[config.mk]
export PLATFORM = sky130hd
export DESIGN_NAME = hs_sync_rx_flat
export DESIGN_NICKNAME = d
export VERILOG_FILES = /design/src/rtl/hs_sync_rx_if.sv /design/src/rtl/hs_sync_rx.sv /design/src/flat_wrapper.sv
export SDC_FILE = /design/constraint.sdc
export NUM_CORES = 1
export LEC_CHECK = 0
export ABC_AREA = 1
export CORE_MARGIN = 2
export CORE_UTILIZATION = 45
export CTS_CLUSTER_DIAMETER = 120
export DETAILED_ROUTE_END_ITERATION = 7
export MAX_ROUTING_LAYER = met4
export PLACE_DENSITY = 0.85
export SLEW_MARGIN = 0
export SYNTH_ARGS = -nofsm -noshare
export SYNTH_HDL_FRONTEND = slang
export SYNTH_SLANG_ARGS = --single-unit
[constraint.sdc]
create_clock -name clk -period 3.25 [get_ports clk]
set_input_delay 0.65 -clock clk [delete_from_list [all_inputs] [get_ports clk]]
set_output_delay 0.65 -clock clk [all_outputs]
set_load 0.02 [all_outputs]
[src/rtl/hs_sync_rx_if.sv]
`default_nettype none
// ============================================================================
//  Module   : hs_sync_rx_if
//  Purpose  : Bundles the toggle req/ack bundled-data handshake with the
//             initiator and the valid/ready word stream to the downstream
//             consumer of hs_sync_rx.
//  Signals  : req_tgl     initiator -> responder, one toggle per word
//             data_async  initiator -> responder, held stable until ack seen
//             par_in      initiator -> responder, even parity (HSRX_PARITY_EN)
//             ack_tgl     responder -> initiator, one toggle per accepted word
//             out_data    responder -> consumer, captured word
//             out_valid   responder -> consumer, out_data valid
//             out_ready   consumer  -> responder, word accepted when high
//  Modports : master = initiator + consumer side, slave = hs_sync_rx
//  Config   : HSRX_PARITY_EN adds par_in
//  Revision : 1.0  initial release
// ============================================================================
interface hs_sync_rx_if #(
    parameter int N = 8
);
    logic         req_tgl;
    logic [N-1:0] data_async;
    logic         ack_tgl;
    logic [N-1:0] out_data;
    logic         out_valid;
    logic         out_ready;
`ifdef HSRX_PARITY_EN
    logic         par_in;

    modport master (
        output req_tgl, data_async, par_in, out_ready,
        input  ack_tgl, out_data, out_valid
    );
    modport slave (
        input  req_tgl, data_async, par_in, out_ready,
        output ack_tgl, out_data, out_valid
    );
`else
    modport master (
        output req_tgl, data_async, out_ready,
        input  ack_tgl, out_data, out_valid
    );
    modport slave (
        input  req_tgl, data_async, out_ready,
        output ack_tgl, out_data, out_valid
    );
`endif
endinterface
`default_nettype wire

[src/rtl/hs_sync_rx.sv]
`default_nettype none
// ============================================================================
//  Module   : hs_sync_rx
//  Purpose  : clk-domain responder of a toggle req/ack bundled-data handshake.
//             Synchronizes the req toggle, captures the held data bus on the
//             detected toggle, presents it as a valid/ready word and returns
//             an ack toggle once the word has been accepted downstream.
//  Ports    : clk       destination clock
//             rst_n     asynchronous active-low reset (shared with initiator)
//             hs        hs_sync_rx_if.slave (req/data/ack + valid/ready word)
//             clr_ovr   synchronous clear of the sticky overrun / par_err
//             xfer_cnt  completed transfers, wraps modulo 2^CNT_W
//             overrun   sticky: req toggle seen while a word was pending
//             par_err   sticky parity error (HSRX_PARITY_EN only)
//  Config   : HSRX_PARITY_EN enables par_in checking and the par_err port
//  Revision : 1.0  initial release
// ============================================================================
module hs_sync_rx #(
    parameter int N           = 8,
    parameter int SYNC_STAGES = 2,
    parameter int CNT_W       = 8
) (
    input  wire logic             clk,
    input  wire logic             rst_n,
    hs_sync_rx_if.slave           hs,
    input  wire logic             clr_ovr,
    output logic [CNT_W-1:0]      xfer_cnt,
`ifdef HSRX_PARITY_EN
    output logic                  par_err,
`endif
    output logic                  overrun
);

    typedef enum logic [0:0] {
        ST_IDLE  = 1'b0,
        ST_VALID = 1'b1
    } state_t;

    state_t                 r_state;
    state_t                 w_state_nxt;
    logic [SYNC_STAGES-1:0] r_sync;
    logic                   r_req_seen;
    logic                   w_edge;
    logic [N-1:0]           r_out_data;
    logic [N-1:0]           w_out_data_nxt;
    logic                   r_out_valid;
    logic                   w_out_valid_nxt;
    logic                   r_ack_tgl;
    logic                   w_ack_tgl_nxt;
    logic [CNT_W-1:0]       r_xfer_cnt;
    logic [CNT_W-1:0]       w_xfer_cnt_nxt;
    logic                   r_overrun;
    logic                   w_overrun_nxt;
`ifdef HSRX_PARITY_EN
    logic                   r_par_err;
    logic                   w_par_err_nxt;
`endif

    // Only the first flop of the chain ever looks at the asynchronous req.
    always_ff @(posedge clk or negedge rst_n) begin
        if (!rst_n) begin
            r_sync     <= '0;
            r_req_seen <= 1'b0;
        end else begin
            r_sync     <= {r_sync[SYNC_STAGES-2:0], hs.req_tgl};
            r_req_seen <= r_sync[SYNC_STAGES-1];
        end
    end

    // One-cycle pulse per req toggle; data_async is guaranteed stable here.
    assign w_edge = r_sync[SYNC_STAGES-1] ^ r_req_seen;

    always_comb begin
        w_state_nxt     = r_state;
        w_out_data_nxt  = r_out_data;
        w_out_valid_nxt = r_out_valid;
        w_ack_tgl_nxt   = r_ack_tgl;
        w_xfer_cnt_nxt  = r_xfer_cnt;
        w_overrun_nxt   = r_overrun;
`ifdef HSRX_PARITY_EN
        w_par_err_nxt   = r_par_err;
        if (clr_ovr) begin
            w_par_err_nxt = 1'b0;
        end
`endif
        // Clear first so a simultaneous set below takes priority.
        if (clr_ovr) begin
            w_overrun_nxt = 1'b0;
        end

        case (r_state)
            ST_IDLE: begin
                if (w_edge) begin
                    w_out_data_nxt  = hs.data_async;
                    w_out_valid_nxt = 1'b1;
                    w_state_nxt     = ST_VALID;
`ifdef HSRX_PARITY_EN
                    if (^{hs.data_async, hs.par_in}) begin
                        w_par_err_nxt = 1'b1;
                    end
`endif
                end
            end
            ST_VALID: begin
                // A new word while one is pending is dropped, only flagged.
                if (w_edge) begin
                    w_overrun_nxt = 1'b1;
                end
                if (hs.out_ready) begin
                    w_out_valid_nxt = 1'b0;
                    w_ack_tgl_nxt   = ~r_ack_tgl;
                    w_xfer_cnt_nxt  = r_xfer_cnt + 1'b1;
                    w_state_nxt     = ST_IDLE;
                end
            end
            default: begin
                w_state_nxt = ST_IDLE;
            end
        endcase
    end

    always_ff @(posedge clk or negedge rst_n) begin
        if (!rst_n) begin
            r_state     <= ST_IDLE;
            r_out_data  <= '0;
            r_out_valid <= 1'b0;
            r_ack_tgl   <= 1'b0;
            r_xfer_cnt  <= '0;
            r_overrun   <= 1'b0;
`ifdef HSRX_PARITY_EN
            r_par_err   <= 1'b0;
`endif
        end else begin
            r_state     <= w_state_nxt;
            r_out_data  <= w_out_data_nxt;
            r_out_valid <= w_out_valid_nxt;
            r_ack_tgl   <= w_ack_tgl_nxt;
            r_xfer_cnt  <= w_xfer_cnt_nxt;
            r_overrun   <= w_overrun_nxt;
`ifdef HSRX_PARITY_EN
            r_par_err   <= w_par_err_nxt;
`endif
        end
    end

    assign hs.out_data  = r_out_data;
    assign hs.out_valid = r_out_valid;
    assign hs.ack_tgl   = r_ack_tgl;
    assign xfer_cnt     = r_xfer_cnt;
    assign overrun      = r_overrun;
`ifdef HSRX_PARITY_EN
    assign par_err      = r_par_err;
`endif

endmodule
`default_nettype wire

[src/flat_wrapper.sv]
// flat-port wrapper written by rule: the top's interface ports become plain ports
module hs_sync_rx_flat 
#(
    parameter int N           = 8,
    parameter int SYNC_STAGES = 2,
    parameter int CNT_W       = 8
)
  (clk, rst_n, clr_ovr, xfer_cnt, overrun, hs_req_tgl, hs_data_async, hs_out_ready, hs_ack_tgl, hs_out_data, hs_out_valid);
  hs_sync_rx_if #(.N(N)) hs_i ();
  input  wire logic clk;
  input  wire logic rst_n;
  input  wire logic clr_ovr;
  output logic [CNT_W-1:0] xfer_cnt;
  output logic overrun;
  input wire logic [$bits(hs_i.req_tgl)-1:0] hs_req_tgl;
  input wire logic [$bits(hs_i.data_async)-1:0] hs_data_async;
  input wire logic [$bits(hs_i.out_ready)-1:0] hs_out_ready;
  output wire logic [$bits(hs_i.ack_tgl)-1:0] hs_ack_tgl;
  output wire logic [$bits(hs_i.out_data)-1:0] hs_out_data;
  output wire logic [$bits(hs_i.out_valid)-1:0] hs_out_valid;
  assign hs_i.req_tgl = hs_req_tgl;
  assign hs_i.data_async = hs_data_async;
  assign hs_i.out_ready = hs_out_ready;
  assign hs_ack_tgl = hs_i.ack_tgl;
  assign hs_out_data = hs_i.out_data;
  assign hs_out_valid = hs_i.out_valid;
  hs_sync_rx #(.N(N), .SYNC_STAGES(SYNC_STAGES), .CNT_W(CNT_W)) u_core (.clk(clk), .rst_n(rst_n), .hs(hs_i), .clr_ovr(clr_ovr), .xfer_cnt(xfer_cnt), .overrun(overrun));
endmodule
==> results.tsv <==
metric	value	unit
p_leak	0.640	nW
fin_crit_sh	0.623	
dpl.cell_count	154	
clk_pin_slew_worst_paths	130	ps
min_path_type	reg2reg	
synth.distinct_cells	18	
areaGrowthSynthToFinish	39.0	%
grt_usage	0.158	
switchingPower	0.000351	W
wl_met3	68	µm
final_nets	146	
postCtsHoldBufs	0	
dr.pass1.iters	3	
cts.sinks	23	
htreeDepth	1	
die_w	49.6	µm
max-cap-violations	0	
syn_inst	97	
wl	1.65	mm
seqPwrFrac	0.451	
netSwitchingFraction	0.367	
pin_count	32	
setup_viol_count_final	0	
grt_start_max_net_pins	24	
synth_area	935	µm²
cp_slowest_stage_delay	630	ps
vias_per_cell	4.58	
ant_nets	0	
crit_family	buffers and inverters	
wl_per_cell	10.4	µm
cts_tree	yes	
clockBufferDepth	2	
synth-seq-area-share	0.616	
design.die.area	2460	µm²
slew_viol_final	0	
root_buffer	clkbuf_4	
met2_length	820	µm
grt_setup_unrepaired	no	
critPathLaunchType	flip-flop	
dr_total_vias	724	
dpl.hpwl	1.25	mm
seq_area	576	µm²
ir_drop	0.000395	V
fill_cells	170	
clk_latency	300	ps
cp.arrival	1370	ps
final_common_cell	nand2_1	
crit_path_end_kind	output pin	
routabilityCongestion	0.750	
crit_required	2600	ps
final_cell_mix	nand2_1 (40), clkdlybuf4s50_1 (31), dfrtp_1 (23)	
max_freq	0.494	GHz
antenna_found_initial	0	
portBuffers	31	
hold_violations	0	
worst_slew_pin_slew	964	ps
crit_slowest_cell	clkdlybuf4s50_1	
cts_setup_buffers	0	
gr-total-overflow	0	
cts_buffers	3	
hold_ws	363	ps
num_rows	16	
multi_input_area	310	µm²
critPathBufInv	1	
first_global_vias	694	
cp_max_fo	5	
tns	0	ps
layout-drive-gt1-share	0.0611	
wl_met1	739	µm
core	1960	µm²
die_y	49.6	µm
internal-power	0.000604	W
diodes	0	
drc	0	
yosys_register_bits	23	
power_density	736	nW/µm²
fin_worst_skew	2.82	ps
status	finished, final reports clean	
cts-resized-gates	0	
top_layer	met4	
syn-num-nets	111	
avgSynthCellArea	9.64	µm²
ys_warn_count	0	
clockPowerShare	0.135	
cp_cell_sequence	clkdlybuf4s50_1	
grt_pass1_wl	2.94	mm
critPathKind	reg2out	
initial_utilization	0.476	
first_iter_violations	1	
stdcell_count	158	
pwr-share-comb	0.414	
max_slew_margin	0.355	
final.min_clock_period	2020	ps
-- routing by layer --
layer / GRT usage / vias to the layer above
li1: - / 362
met1: 0.194 / 339
met2: 0.269 / 21
met3: 0.0121 / 2
met4: 0.0694 / 0
met5: - / -
-- flip-flops by register name, summed over array words and instances, names as in the netlist --
signal	cells
u_core.hs.out_data	8
u_core.xfer_cnt	8
u_core.r_sync	2
u_core.hs.ack_tgl	1
u_core.hs.out_valid	1
u_core.overrun	1
u_core.r_req_seen	1
u_core.r_state	1
-- kinds of logic (layout without fill, tap and decap cells) --
| logic type | count (synthesis) | after routing | synth area share |
|---|---|---|---|
| xor gates and xnor gates | 5 | 5 | 0.0469 |
| buffers and inverters | 12 | 46 | 0.0522 |
| AOI/OAI and AO/OA | 2 | 2 | 0.0107 |
| DFF | 23 | 23 | 0.616 |
| and+or+nand+nor | 53 | 53 | 0.249 |
| adders and majority gates | 1 | 1 | 0.0134 |
| muxes | 1 | 1 | 0.0120 |
-- worst paths after layout --
| kind | from | endpoint | slack (ps) | cells after the start |
|---|---|---|---|---|
| max | u_core.xfer_cnt[3]$_DFFE_PN0P_ | xfer_cnt[3] | 1230 | 1 |
| min | u_core.r_sync[0]$_DFF_PN0_ | u_core.r_sync[1]$_DFF_PN0_ | 360 | 0 |
| max reg2reg | u_core.r_sync[1]$_DFF_PN0_ | u_core.hs.out_data[0]$_DFFE_PN0P_ | 1990 | 5 |
| min reg2reg | u_core.r_sync[0]$_DFF_PN0_ | u_core.r_sync[1]$_DFF_PN0_ | 360 | 0 |
| max in group asynchronous | rst_n | u_core.r_state$_DFF_PN0_ | 1800 | 1 |
| min in group asynchronous | rst_n | u_core.xfer_cnt[2]$_DFFE_PN0P_ | 870 | 1 |
-- per-stage QoR --
step / total power, W / utilization / cell area, µm² / worst slack [ps]
finish: 0.000956 / 0.662 / 1300 / 1230
global route: 0.00102 / 0.662 / 1300 / 1160
CTS: 0.000965 / 0.662 / 1300 / 1200
detailed placement: 0.000838 / 0.648 / 1270 / 1350
global placement: 0.000827 / 0.648 / 1270 / 1400
floorplan: 0.000640 / - / 935 / 2030
-- final cells by class --
class | count | share of cell area
Clock inverter | 1 | 0.00385
Tap cell | 27 | 0.0260
Multi-Input combinational cell | 62 | 0.239
Inverter | 11 | 0.0318
Timing Repair Buffer | 31 | 0.239
Clock buffer | 3 | 0.0173
Sequential cell | 23 | 0.443
-- power groups by stage --
| stage | clock (W) | sequential, W | combinational, W |
|---|---|---|---|
| floorplan | 0 | 0.000524 | 0.000116 |
| global placement | 0 | 0.000437 | 0.000390 |
| detailed placement | 0 | 0.000439 | 0.000400 |
| CTS | 0.000130 | 0.000434 | 0.000401 |
| global route | 0.000146 | 0.000448 | 0.000427 |
| finish | 0.000129 | 0.000431 | 0.000395 |
-- Yosys cell counts --
cell type,n,share of area
buf_4,1,0.0080
dfrtp_1,23,0.62
ha_1,1,0.013
inv_1,11,0.044
mux2_1,1,0.012
nand2_1,40,0.16
nand2_2,1,0.0067
nand3_1,5,0.027
nand3_2,1,0.011
nand3b_1,1,0.0080
nand4_1,1,0.0067
nor2_1,1,0.0040
nor2_2,1,0.0067
nor2_4,1,0.012
o21ai_0,2,0.011
or2_1,1,0.0067
xnor2_1,3,0.028
xor2_1,2,0.019
Note: power is estimated with default switching activity, not from simulation.
